### config.mk
export PLATFORM = sky130hd
export DESIGN_NAME = micro_sequencer
export DESIGN_NICKNAME = d
export VERILOG_FILES = /design/src/rtl/micro_seq_pkg.sv /design/src/rtl/iter_counter.sv /design/src/rtl/micro_sequencer.sv
export SDC_FILE = /design/constraint.sdc
export NUM_CORES = 1
export LEC_CHECK = 0
export ABC_AREA = 0
export CAP_MARGIN = 0
export CORE_MARGIN = 2
export CORE_UTILIZATION = 49
export DETAILED_ROUTE_END_ITERATION = 12
export PLACE_DENSITY = 0.79
export SYNTH_ARGS = -nofsm -noshare
export SYNTH_HDL_FRONTEND = slang
export SYNTH_SLANG_ARGS = --single-unit
### constraint.sdc
create_clock -name clk -period 2.95 [get_ports clk]
set_input_delay 0.7375 -clock clk [delete_from_list [all_inputs] [get_ports clk]]
set_output_delay 0.7375 -clock clk [all_outputs]
set_load 0.01 [all_outputs]
### src/rtl/micro_seq_pkg.sv
// Shared encodings for the micro-sequencer: sequencing-field codes, FSM states,
// default microaddresses and the increment-overflow helper.
package micro_seq_pkg;

    localparam int UPC_W = 5;

    localparam logic [UPC_W-1:0] DEF_FETCH_ADDR = 5'b00000;
    localparam logic [UPC_W-1:0] DEF_TRAP_ADDR  = 5'b11111;

    typedef enum logic [2:0] {
        USEQ_NEXT    = 3'b000,
        USEQ_DISP1   = 3'b001,
        USEQ_DISP2   = 3'b010,
        USEQ_FETCH   = 3'b011,
        USEQ_BRZ     = 3'b100,
        USEQ_WAITMEM = 3'b101,
        USEQ_ITER    = 3'b110,
        USEQ_RSVD    = 3'b111
    } useq_e;

    typedef enum logic [1:0] {
        ST_RUN  = 2'd0,
        ST_ITER = 2'd1,
        ST_TRAP = 2'd2
    } seq_state_e;

    // An increment is illegal if it would wrap past the top of the micro-ROM
    // or land on the trap vector.
    function automatic logic inc_hits_trap(input logic [UPC_W-1:0] upc,
                                           input logic [UPC_W-1:0] trap_addr);
        return (upc == {UPC_W{1'b1}}) || (UPC_W'(upc + 1'b1) == trap_addr);
    endfunction

endpackage

### src/rtl/iter_counter.sv
// Down-counter that times a multi-cycle ITER microinstruction.
// Loads a fixed start value, decrements to zero and saturates there.
module iter_counter #(
    parameter int           W        = 5,
    parameter logic [W-1:0] LOAD_VAL = '0
) (
    input  logic clk,
    input  logic rst_n,
    input  logic load,
    input  logic dec,
    output logic is_zero
);

    logic [W-1:0] count_reg;

    always_ff @(posedge clk or negedge rst_n) begin
        if (!rst_n) begin
            count_reg <= '0;
        end else if (load) begin
            count_reg <= LOAD_VAL;
        end else if (dec && (count_reg != '0)) begin
            count_reg <= W'(count_reg - 1'b1);
        end
    end

    assign is_zero = (count_reg == '0);

endmodule

### src/rtl/micro_sequencer.sv
// Microprogram sequencer: selects the next micro-ROM address from the useq field,
// stalls on memory and multi-cycle ITER ops, and latches into a sticky trap state.
module micro_sequencer
    import micro_seq_pkg::*;
#(
    parameter int               ITER_CYCLES = 32,
    parameter logic [UPC_W-1:0] FETCH_ADDR  = DEF_FETCH_ADDR,
    parameter logic [UPC_W-1:0] TRAP_ADDR   = DEF_TRAP_ADDR
) (
    input  logic             clk,
    input  logic             rst_n,
    input  logic [2:0]       useq,
    input  logic [UPC_W-1:0] disp1_addr,
    input  logic [UPC_W-1:0] disp2_addr,
    input  logic             zero,
    input  logic             mem_ready,
    output logic [UPC_W-1:0] upc,
    output logic             instr_done,
    output logic             iter_busy,
    output logic             trap
);

    localparam int             CNT_W     = (ITER_CYCLES > 2) ? $clog2(ITER_CYCLES) : 1;
    localparam logic [CNT_W-1:0] ITER_LOAD = CNT_W'(ITER_CYCLES - 2);

    seq_state_e       state_reg, state_next;
    logic [UPC_W-1:0] upc_reg, upc_next;
    logic             done_reg, done_next;
    logic             busy_reg, busy_next;
    logic             trap_reg, trap_next;

    logic [UPC_W-1:0] upc_inc;
    logic             take_inc;
    logic             go_trap;
    logic             cnt_load;
    logic             cnt_dec;
    logic             cnt_zero;

    assign upc_inc = UPC_W'(upc_reg + 1'b1);

    iter_counter #(
        .W        (CNT_W),
        .LOAD_VAL (ITER_LOAD)
    ) u_iter_counter (
        .clk     (clk),
        .rst_n   (rst_n),
        .load    (cnt_load),
        .dec     (cnt_dec),
        .is_zero (cnt_zero)
    );

    always_comb begin
        state_next = state_reg;
        upc_next   = upc_reg;
        done_next  = 1'b0;
        take_inc   = 1'b0;
        go_trap    = 1'b0;
        cnt_load   = 1'b0;
        cnt_dec    = 1'b0;

        case (state_reg)
            ST_RUN: begin
                case (useq_e'(useq))
                    USEQ_NEXT: take_inc = 1'b1;
                    USEQ_DISP1: begin
                        if (disp1_addr == TRAP_ADDR) go_trap = 1'b1;
                        else                         upc_next = disp1_addr;
                    end
                    USEQ_DISP2: begin
                        if (disp2_addr == TRAP_ADDR) go_trap = 1'b1;
                        else                         upc_next = disp2_addr;
                    end
                    USEQ_FETCH: begin
                        upc_next  = FETCH_ADDR;
                        done_next = 1'b1;
                    end
                    USEQ_BRZ: begin
                        if (zero) begin
                            upc_next  = FETCH_ADDR;
                            done_next = 1'b1;
                        end else begin
                            take_inc = 1'b1;
                        end
                    end
                    USEQ_WAITMEM: take_inc = mem_ready;
                    USEQ_ITER: begin
                        // The entry cycle counts as the first of ITER_CYCLES.
                        state_next = ST_ITER;
                        cnt_load   = 1'b1;
                    end
                    default: go_trap = 1'b1;
                endcase
            end
            ST_ITER: begin
                if (cnt_zero) begin
                    state_next = ST_RUN;
                    take_inc   = 1'b1;
                end else begin
                    cnt_dec = 1'b1;
                end
            end
            default: go_trap = 1'b1;
        endcase

        if (take_inc) begin
            if (inc_hits_trap(upc_reg, TRAP_ADDR)) go_trap = 1'b1;
            else                                   upc_next = upc_inc;
        end

        if (go_trap) begin
            state_next = ST_TRAP;
            upc_next   = TRAP_ADDR;
            done_next  = 1'b0;
        end

        busy_next = (state_next == ST_ITER);
        trap_next = (state_next == ST_TRAP);
    end

    always_ff @(posedge clk or negedge rst_n) begin
        if (!rst_n) begin
            state_reg <= ST_RUN;
            upc_reg   <= FETCH_ADDR;
            done_reg  <= 1'b0;
            busy_reg  <= 1'b0;
            trap_reg  <= 1'b0;
        end else begin
            state_reg <= state_next;
            upc_reg   <= upc_next;
            done_reg  <= done_next;
            busy_reg  <= busy_next;
            trap_reg  <= trap_next;
        end
    end

    assign upc        = upc_reg;
    assign instr_done = done_reg;
    assign iter_busy  = busy_reg;
    assign trap       = trap_reg;

endmodule

==> results of run 1 <==
-- cell type report --
class	instances	area share, %
sequential	15	27.4
timing repair buffer	28	19.7
clock buffer	3	1.64
tap	27	2.46
multi-input combinational	88	46.3
inverter	8	2.19
clock inverter	1	0.365
-- metrics by stage --
stage / setup slack (ns) / std cells / total power (uW) / cell area [sq um]
CTS: 0.385 / 170 / 504 / 1370
detailed placement: 0.0967 / 166 / 391 / 1340
global route: 0.234 / 170 / 540 / 1370
finish: 0.370 / 170 / 501 / 1370
global placement: 0.154 / 166 / 380 / 1340
floorplan: 0.616 / 115 / 338 / 1070
-- synth_stat cells (4+ instances only) --
| library cell | number |
|---|---|
| a21oi_1 | 7 |
| a22o_1 | 4 |
| and3_1 | 4 |
| and4_1 | 4 |
| dfrtp_1 | 15 |
| ha_1 | 5 |
| inv_1 | 8 |
| nand2_1 | 8 |
| nor2_1 | 5 |
| nor3_1 | 4 |
| o21ai_0 | 7 |
-- cells by family after synthesis --
kind of cell | synth area share [%]
adders and majority gates | 5.83
xor gates and xnor gates | 2.45
DFF | 35.0
and+or+nand+nor | 21.9
buffers and inverters | 5.83
AOI/OAI and AO/OA | 28.9
-- path summary, 6_finish.rpt --
kind,depth (start not counted),startpoint,slack (ns),end
worst min register to register,2,u_iter_counter.count_reg[4]$_DFFE_PN0P_,0.56,u_iter_counter.count_reg[4]$_DFFE_PN0P_
worst min-delay path,2,u_iter_counter.count_reg[4]$_DFFE_PN0P_,0.56,u_iter_counter.count_reg[4]$_DFFE_PN0P_
min in group asynchronous,1,rst_n,0.86,upc[1]$_DFF_PN0_
worst max register to register,6,upc[1]$_DFF_PN0_,0.61,upc[2]$_DFF_PN0_
max in group asynchronous,1,rst_n,1.66,u_iter_counter.count_reg[0]$_DFFE_PN0P_
worst max-delay path,6,useq[2],0.37,upc[2]$_DFF_PN0_
-- worst register-to-register path, stage by stage (launching register included) --
cell and delay (ns):
dfrtp_1 0.48, ha_1 0.27, and3_1 0.20, ha_1 0.30
a41o_1 0.25, a221o_1 0.42, a2111o_1 0.32
-- routing by layer --
metal	part of all wire [%]	routed length, microns
met2	49	1210
met3	6.0	148
met1	44	1080
met4	1.7	42
met5	0	0
-- power groups by stage --
stage / clock [uW] / sequential (uW) / combinational [uW]
after global routing: 129 / 262 / 148
after floorplan: 0 / 257 / 80.9
after global placement: 0 / 261 / 119
final: 114 / 258 / 129
after detailed placement: 0 / 261 / 130
after CTS: 115 / 258 / 130
-- cells in the final DEF (no fill, tap or decap), drive strengths merged, types with 2 or more instances in the layout --
cell / synthesis / layout
a222oi: 3 / 3
inv: 8 / 8
and4: 4 / 4
a22o: 4 / 4
nor4bb: 2 / 2
xor2: 2 / 2
a2111o: 2 / 2
and3: 4 / 4
a21oi: 7 / 7
dfrtp: 15 / 15
buf: 4 / 4
nand3: 2 / 2
a221o: 2 / 2
nor2: 5 / 5
nor3b: 3 / 3
nor3: 4 / 4
o21bai: 3 / 3
o21ai: 8 / 8
clkbuf: 0 / 3
ha: 5 / 5
clkdlybuf4s50: 0 / 24
nand2: 8 / 8
==> impl_metrics.csv, run 1 <==
group,metric,value,unit
status,status,"complete, no violations",
route,ant_nets,0,
final_layout,syn_to_final_growth,27.9,%
global_route,use_met2,35.3,%
place,gp_congestion,0.887,
sta,worstMarginPinSlew,0.689,ns
route,routedWlPerCell,14.6,microns
sta,finalCritPeriodShare,87.4,%
cts,clk_latency,0.27,ns
yosys,synth_area,1070,sq um
pwr,seqPwrFrac,51.6,%
critical_path,crit_path_end_kind,"flip-flop",
route,drt_iter0_markers,56,
critical_path,crit_family,"compound AO/OA/AOI/OAI gates",
critical_path,critPathMaxStageDelay,0.58,ns
critical_path,crit_type,"in2reg",
floorplan,dieArea,2580,sq um
route,drtPass1Iterations,4,
global_route,antenna_found_initial,0,
final_layout,postLayoutCoreUtil,67.8,%
final_layout,fillerInstances,157,
route,totalWireLength,2.48,mm
final_layout,final_layout_size_suffix_gt1_share,6.99,%
route,drcViolationCount,0,
yosys,ys_seq_area_share,35.0,%
route,vias,1042,
cts,clock_sinks,15,
cts,cts_root_buf,"clkbuf_4",
sta,slew_viol_final,0,
sta,rsz0062_at_grt,"no",
yosys,synth_top_area_share,35.0,%
final_layout,multi_input_area,634,sq um
floorplan,core,2020,sq um
pwr,power.leakage,0.000572,uW
critical_path,crit_buf_inv,1,
pwr,ir_drop,276,uV
place,dpl.hpwl,1.98,mm
final_layout,fin_nets,166,
cts,clkTransAtPathRegs,0.09,ns
yosys,synthesis.nets,137,
sta,hold_viol_final,0,
global_route,top_usage_layer,"met2",
global_route,grt_use_met3,3.57,%
global_route,grt_pass1_vias,980,
pwr,p_clk_share,22.8,%
yosys,synth_cell_types,42,
global_route,grt_max_degree,16,
global_route,grt-ovfl-total,0,
cts,cts_resized,0,
floorplan,start_util,53.0,%
critical_path,worstPathCellList,"clkdlybuf4s50_1, nor3b_1, a32o_1, a31o_1, a221o_1, a2111o_1",
floorplan,io_pins,25,
place,io_buffers,24,
floorplan,fp.dieH,50.8,microns
cts,cts_tree,"yes",
yosys,synth_edf_count,0,
floorplan,rows,16,
sta,fin_worst_skew,0.000750,ns
yosys,netlist_top_cells_area,"dfrtp_1 (35%), ha_1 (5.8%), a21oi_1 (3.3%), a22o_1 (3.3%), and4_1 (3.3%)",
final_layout,antenna_cells,0,
global_route,grt_pass1_wl,4.16,mm
pwr,internal_power,351,uW
hold_path,hp-class,"reg2reg",
cts,post_cts_buffers,0,
critical_path,critPathArrivalTime,2.74,ns
run,maxCapViolations,0,
pwr,power_density,365,nW/um^2
sta,fmax,388,MHz
yosys,netlist_instances,115,
sta,layout_min_cycle_time,2.58,ns
pwr,switching_share,29.9,%
final_layout,seq_area,375,sq um
pwr,pwr-share-comb,25.7,%
cts,cts_htree_levels,1,
yosys,synthFlopType,"dfrtp_1",
critical_path,crit_required,3.11,ns
global_route,use_met1,27.4,%
cts,cts_max_path_buffers,2,
pwr,power.switching,150,uW
floorplan,die_w,50.8,microns
yosys,avgSynthCellArea,9.32,sq um
yosys,synth_warnings,0,
critical_path,crit_path_max_fanout,9,
sta,setup_viol,0,
sta,whs,0.556,ns
cts,cts_inserted_buffers,3,
global_route,grt_use_total,21.3,%
yosys,async_flop_share,100,%
sta,fin_setup_tns,0,ns
critical_path,cp-start-kind,"input pin",
cts,hold_buffers,0,
route,via_per_inst,6.13,
yosys,synth_seq_cells,15,
yosys,yosysTopAreaCell,"dfrtp_1",
sta,slew_headroom,53.7,%
critical_path,slowest_stage,"clkdlybuf4s50_1",
Note: power is estimated with default switching activity, not from simulation.
==> run 2: changes to the inputs <==
--- a/config.mk
+++ b/config.mk
@@ -8,9 +8,9 @@
 export ABC_AREA = 0
 export CAP_MARGIN = 0
 export CORE_MARGIN = 2
-export CORE_UTILIZATION = 49
+export CORE_UTILIZATION = 44
 export DETAILED_ROUTE_END_ITERATION = 12
-export PLACE_DENSITY = 0.79
+export PLACE_DENSITY = 0.72
 export SYNTH_ARGS = -nofsm -noshare
 export SYNTH_HDL_FRONTEND = slang
 export SYNTH_SLANG_ARGS = --single-unit
==> constraint.sdc (replaced) <==
create_clock -name clk -period 2.3 [get_ports clk]
set_input_delay 0.575 -clock clk [delete_from_list [all_inputs] [get_ports clk]]
set_output_delay 0.575 -clock clk [all_outputs]
set_load 0.01 [all_outputs]
==> run 2 against run 1 <==
Compared with the run above: utilization is 0.32 points higher; combinational power rose by 40%; final area is 12% higher; clock skew hardly changed; flip-flop and latch count did not move.
==> impl_metrics.csv, run 2 (synthesis gave the netlist of run 1 again) <==
group,metric,value,unit
floorplan,fp.dieH,53.4,microns
cts,clock_sinks,15,
final_layout,final_area,1540,sq um
floorplan,rows,17,
cts,cts_root_buf,"clkbuf_4",
final_layout,layoutNonFillerInstCount,188,
critical_path,critPathMaxStageDelay,0.46,ns
critical_path,worstSetupStartpoint,"useq[1]",
final_layout,final_layout_size_suffix_gt1_share,18.8,%
place,placedCellCount,184,
critical_path,r2r_slack,0.09,ns
route,totalWireLength,2.79,mm
sta,slew_headroom,54.2,%
final_layout,fillerInstances,207,
sta,fin_worst_skew,0.000648,ns
critical_path,crit_type,"in2reg",
global_route,top_usage_layer,"met2",
place,gp_congestion,0.879,
route,routedWlPerCell,14.8,microns
pwr,pwr-share-comb,26.7,%
floorplan,start_util,47.6,%
critical_path,ff2ff_path_depth,6,
route,ant_nets,0,
sta,hold_viol_final,0,
place,dpl.hpwl,2.15,mm
critical_path,worstPathCellList,"clkdlybuf4s50_1, nor3b_1, a32o_1, a31o_1, a221o_1, a2111o_1",
floorplan,dieArea,2850,sq um
cts,clk_latency,0.29,ns
critical_path,r2r-start,"upc[0]$_DFF_PN0_",
global_route,grt_pass1_vias,1053,
pwr,power.switching,213,uW
cts,cts_inserted_buffers,3,
pwr,p_clk_share,23.0,%
final_layout,layout_common_cells,"clkdlybuf4s50_1 (22), buf_4 (21), dfrtp_1 (15), inv_1 (8), nand2_1 (8)",
sta,worstMarginPinSlew,0.685,ns
hold_path,hp-class,"reg2reg",
global_route,use_met2,37.2,%
cts,cts_htree_levels,1,
route,drt_iter0_markers,29,
cts,hold_buffers,0,
cts,clkTransAtPathRegs,0.09,ns
global_route,grt_max_degree,16,
global_route,grt_use_total,22.9,%
sta,slew_viol_final,0,
route,via_per_inst,5.79,
final_layout,syn_to_final_growth,43.3,%
place,placed_area,1470,sq um
critical_path,critPathArrivalTime,2.43,ns
floorplan,core,2250,sq um
place,io_buffers,24,
cts,cts_tree,"yes",
global_route,grt_use_met3,2.82,%
sta,finalCritPeriodShare,97.7,%
sta,fin_setup_tns,0,ns
global_route,grt_pass1_wl,4.66,mm
final_layout,layout_commonest_cell,"clkdlybuf4s50_1",
pwr,switching_share,31.4,%
pwr,power_density,441,nW/um^2
route,drtPass1Iterations,4,
critical_path,setup.worst_path.end,"upc[3]$_DFF_PN0_",
floorplan,die_w,53.4,microns
final_layout,antenna_cells,0,
sta,fmax,445,MHz
critical_path,slowest_stage,"clkdlybuf4s50_1",
critical_path,rr_endpoint,"upc[3]$_DFF_PN0_",
pwr,ir_drop,331,uV
final_layout,fin_nets,183,
status,status,"complete, no violations",
critical_path,cp-start-kind,"input pin",
route,vias,1089,
critical_path,crit_required,2.48,ns
sta,setup_viol,0,
pwr,internal_power,464,uW
critical_path,crit_path_end_kind,"flip-flop",
pwr,power,677,uW
hold_path,min_path_cells,2,
global_route,antenna_found_initial,0,
global_route,grt-ovfl-total,0,
cts,cts_max_path_buffers,2,
floorplan,io_pins,25,
critical_path,crit_path_max_fanout,6,
pwr,seqPwrFrac,50.3,%
global_route,use_met1,29.2,%
sta,layout_min_cycle_time,2.25,ns
route,drcViolationCount,0,
run,maxCapViolations,0,
pwr,power.leakage,0.000688,uW
## run 2: cell count changes in the layout (fill, tap and decap cells not counted), sizes merged
cell / previous run / this run
buf: 4 / 21
clkdlybuf4s50: 24 / 22
dlymetal6s2s: 0 / 2
## run 2: metal layers
layer	vias to the layer above	wire length (microns)
met5	-	0
met4	0	53
met3	5	159
met2	42	1320
met1	502	1260
li1	540	-
## run 2: worst min path at each step
stage                                            start                                       to  slack (ns)
2_1_floorplan                                    rst_n                     instr_done$_DFF_PN0_        0.28
3_3_place_gp   u_iter_counter.count_reg[4]$_DFFE_PN0P_  u_iter_counter.count_reg[4]$_DFFE_PN0P_        0.52
3_5_place_dp   u_iter_counter.count_reg[4]$_DFFE_PN0P_  u_iter_counter.count_reg[4]$_DFFE_PN0P_        0.52
4_1_cts        u_iter_counter.count_reg[4]$_DFFE_PN0P_  u_iter_counter.count_reg[4]$_DFFE_PN0P_        0.55
5_1_grt        u_iter_counter.count_reg[4]$_DFFE_PN0P_  u_iter_counter.count_reg[4]$_DFFE_PN0P_        0.59
6_report       u_iter_counter.count_reg[1]$_DFFE_PN0P_  u_iter_counter.count_reg[1]$_DFFE_PN0P_        0.56
## run 2: what timing repair did
item	4_1_cts	5_1_grt
endpoints found under the setup margin	1	7
setup buffers	0	0
gates resized for setup	1	8
pin swaps	0	2
## run 2: power groups by stage
stage | clock network [uW] | registers (uW) | logic (uW)
after CTS | 163 | 332 | 171
after floorplan | 0 | 330 | 104
after detailed placement | 0 | 338 | 168
after global placement | 0 | 335 | 160
after global routing | 172 | 346 | 203
final | 156 | 341 | 181
## run 2: metrics by stage
step           util (%)  setup slack, ns  hold slack (ns)
3_5_place_dp       65.3           -0.336            0.525
6_report           68.1           0.0529            0.559
2_1_floorplan         -           0.0701            0.279
4_1_cts            66.8           0.0341            0.547
5_1_grt            68.1        -0.000922            0.595
3_3_place_gp       65.3           -0.267            0.524
## run 2: worst max-delay path: cells and delay by family
kind                   cells  cell delay (ns)
and+or+nand+nor            1             0.18
AOI/OAI and AO/OA          4             1.22
buffers and inverters      1             0.46
## run 2: area by class of cell
type	instances	area, sq um	share of cell area [%]
clock buffer	3	22.5	1.47
clock inverter	1	5.00	0.326
inverter	8	30.0	1.95
multi-input combinational	88	666	43.3
sequential	15	375	24.4
tap	28	35.0	2.28
timing repair buffer	45	403	26.2
==> run 3: changes to the inputs <==
--- a/config.mk
+++ b/config.mk
@@ -8,9 +8,11 @@
 export ABC_AREA = 0
 export CAP_MARGIN = 0
 export CORE_MARGIN = 2
-export CORE_UTILIZATION = 44
+export CORE_UTILIZATION = 45
 export DETAILED_ROUTE_END_ITERATION = 12
+export MAX_ROUTING_LAYER = met4
 export PLACE_DENSITY = 0.72
 export SYNTH_ARGS = -nofsm -noshare
 export SYNTH_HDL_FRONTEND = slang
+export SYNTH_HIERARCHICAL = 1
 export SYNTH_SLANG_ARGS = --single-unit
==> run 3 against run 2 <==
Compared with the run above: the run now ends with setup timing left; non-clock buffer count rose by 17; highest routed layer unchanged; clock power down 4%; count of clock-buffer cells in the layout is the same; sequential share of layout area decreased by 3.4 points; largest cell class unchanged.
==> impl_metrics.csv, run 3 <==
group,metric,value,unit
final_layout,antenna_cells,0,
final_layout,seq_area,378,sq um
final_layout,multi_input_area,795,sq um
yosys,synth_top_area_share,31.7,%
cts,clk_latency,0.28,ns
critical_path,crit_type,"reg2reg",
critical_path,crit_required,2.46,ns
final_layout,final_area,1790,sq um
sta,finalCritPeriodShare,105,%
sta,hold_viol_final,0,
route,via_per_inst,5.78,
sta,whs,0.579,ns
floorplan,io_pins,25,
route,drcViolationCount,0,
critical_path,crit_family,"simple AND/OR/NAND/NOR gates",
yosys,synth_area,1180,sq um
sta,setup_viol,1,
pwr,pwr-share-comb,19.2,%
route,drtPass1Iterations,4,
critical_path,ff2ff_path_depth,8,
cts,cts_root_buf,"clkbuf_4",
critical_path,crit_path_max_fanout,3,
pwr,seqPwrFrac,51.5,%
place,placed_area,1750,sq um
sta,layout_min_cycle_time,2.41,ns
cts,cts_htree_levels,1,
yosys,synthesis.nets,145,
sta,setup_ws,-0.111,ns
route,drt_iter0_markers,29,
global_route,grt_use_total,23.1,%
global_route,antenna_found_initial,0,
yosys,synth_warnings,6,
place,gp_congestion,0.920,
pwr,power_density,285,nW/um^2
cts,clkTransAtPathRegs,0.09,ns
hold_path,min_from,"u_iter_counter/count_reg[4]$_DFFE_PN0P_",
global_route,grt_max_degree,16,
global_route,grt_pass1_wl,5.47,mm
critical_path,rr_endpoint,"upc[2]$_DFF_PN0_",
cts,hold_buffers,0,
sta,worstMarginPinSlew,0.643,ns
hold_path,hp-class,"reg2reg",
pwr,p_clk_share,29.3,%
pwr,ir_drop,245,uV
yosys,synth_seq_cells,15,
cts,clock_sinks,15,
final_layout,final_layout_size_suffix_gt1_share,33.2,%
yosys,synth_edf_count,0,
pwr,power,511,uW
floorplan,die_w,55.3,microns
yosys,yosysTopAreaCell,"dfrtp_1",
critical_path,worstSetupStartpoint,"upc[0]$_DFF_PN0_",
sta,fin_worst_skew,0.00412,ns
critical_path,r2r-start,"upc[0]$_DFF_PN0_",
status,violations,"setup timing",
route,vias,1254,
sta,slew_viol_final,0,
final_layout,layout_commonest_cell,"buf_4",
status,status,"finished with violations",
run,maxCapViolations,0,
critical_path,r2r_slack,-0.11,ns
pwr,switching_share,24.6,%
critical_path,slowest_stage,"or4_1",
hold_path,holdPathEnd,"u_iter_counter/count_reg[4]$_DFFE_PN0P_",
yosys,ys_top_cells_by_count,"dfrtp_1 (15), nor2_1 (10), inv_1 (8)",
sta,fin_setup_tns,-0.111,ns
critical_path,crit_buf_inv,0,
floorplan,fp.dieH,55.3,microns
final_layout,layout_common_cells,"buf_4 (38), clkdlybuf4s50_1 (21), dfrtp_1 (13), nor2_1 (10), inv_1 (8)",
final_layout,fin_nets,209,
sta,fmax,415,MHz
final_layout,fillerInstances,200,
yosys,ys_seq_area_share,31.7,%
yosys,async_flop_share,100,%
yosys,netlist_instances,124,
route,totalWireLength,3.23,mm
yosys,synth_cell_types,54,
floorplan,dieArea,3060,sq um
critical_path,crit_path_end_kind,"flip-flop",
pwr,internal_power,386,uW
critical_path,critPathMaxStageDelay,0.51,ns
global_route,grt-ovfl-total,0,
route,ant_nets,0,
final_layout,syn_to_final_growth,51.5,%
pwr,power.switching,126,uW
yosys,netlist_top_cells_area,"dfrtp_1 (32%), ha_1 (4.2%), nor2_1 (3.2%), and4bb_4 (2.7%), a21oi_1 (2.5%)",
global_route,grt_pass1_vias,1250,
critical_path,cp-start-kind,"flip-flop",
yosys,avgSynthCellArea,9.55,sq um
pwr,power.leakage,0.000739,uW
sta,rsz0062_at_grt,"yes",
floorplan,rows,18,
cts,cts_tree,"yes",
critical_path,critPathArrivalTime,2.57,ns
cts,cts_inserted_buffers,3,
yosys,synthFlopType,"dfrtp_1",
place,dpl.hpwl,2.60,mm
sta,slew_headroom,57.0,%
cts,cts_max_path_buffers,2,
yosys,synth_most_common_cell,"dfrtp_1",
route,routedWlPerCell,14.9,microns
critical_path,worst_path_most_repeated_cell,"ha_4",
place,io_buffers,24,
critical_path,worstPathCellList,"ha_4, and3_4, ha_4, and4b_1, a21oi_4, nand2_1, o311a_1, or4_1",
final_layout,postLayoutCoreUtil,72.4,%
floorplan,core,2480,sq um
floorplan,start_util,47.8,%
hold_path,min_path_cells,2,
run 3: cell count changes in the layout (fill, tap and decap cells not counted), sizes merged, moves of 4 or more:
cell	change
buf	+17
nor2	+5
a221oi	+4
a22oi	+4
nand2	-4
run 3: kinds of logic (layout without fill, tap and decap cells):
group / after synthesis / in the layout / share of synthesized area (%)
AND/OR/NAND/NOR: 48 / 48 / 28.6
AO/OA/AOI/OAI: 43 / 43 / 28.2
flip-flops: 15 / 15 / 31.7
buffers and inverters: 12 / 75 / 5.39
adder cells (fa/ha/maj): 4 / 4 / 4.23
multiplexers: 2 / 2 / 1.80
run 3: timing repair:
action	in CTS	in global routing
pin swaps	0	6
setup endpoints to repair	2	1
gates resized for setup	3	3
setup buffers	0	1
gates cloned	0	0
run 3: cell type report:
| cell class | count | area share [%] |
|---|---|---|
| inverters | 9 | 1.88 |
| repair buffers | 62 | 29.1 |
| clock buffers | 3 | 1.26 |
| well taps | 30 | 2.09 |
| flip-flops and latches | 15 | 21.1 |
| multi-input cells | 97 | 44.3 |
| clock inverters | 1 | 0.279 |
run 3: per-layer routing:
layer	track usage [%]	up-vias	part of all wire (%)
met3	1.87	8	3.7
met4	10.8	0	2.0
met5	-	-	0
li1	-	615	-
met1	26.5	587	42
met2	40.6	44	53
run 3: per-stage QoR:
step	setup WS (ns)	cells
final	-0.111	217
after global routing	-0.190	217
after CTS	-0.0971	216
after detailed placement	-0.499	212
after global placement	-0.380	212
after floorplan	-0.0754	124
run 3: worst min-delay path, delay by kind of cell, from the launching register on:
family	cells	cell delay [ns]
and+or+nand+nor	1	0.06
AOI/OAI and AO/OA	1	0.09
DFF	1	0.40
run 3: how the worst max path moves through the flow:
stage / depth (start not counted) / to / slack (ns)
4_1_cts: 8 / upc[2]$_DFF_PN0_ / -0.1
3_3_place_gp: 7 / upc[2]$_DFF_PN0_ / -0.38
5_1_grt: 9 / upc[2]$_DFF_PN0_ / -0.19
2_1_floorplan: 8 / upc[2]$_DFF_PN0_ / -0.08
3_5_place_dp: 7 / upc[2]$_DFF_PN0_ / -0.50
6_report: 8 / upc[2]$_DFF_PN0_ / -0.11
run 3: power groups by stage:
stage                     Clock, uW  Combinational [uW]  Sequential, uW
after CTS                       155                97.3             263
after global routing            163                 107             264
final                           150                97.9             263
after global placement            0                95.0             269
after floorplan                   0                35.9             269
after detailed placement          0                98.9             269
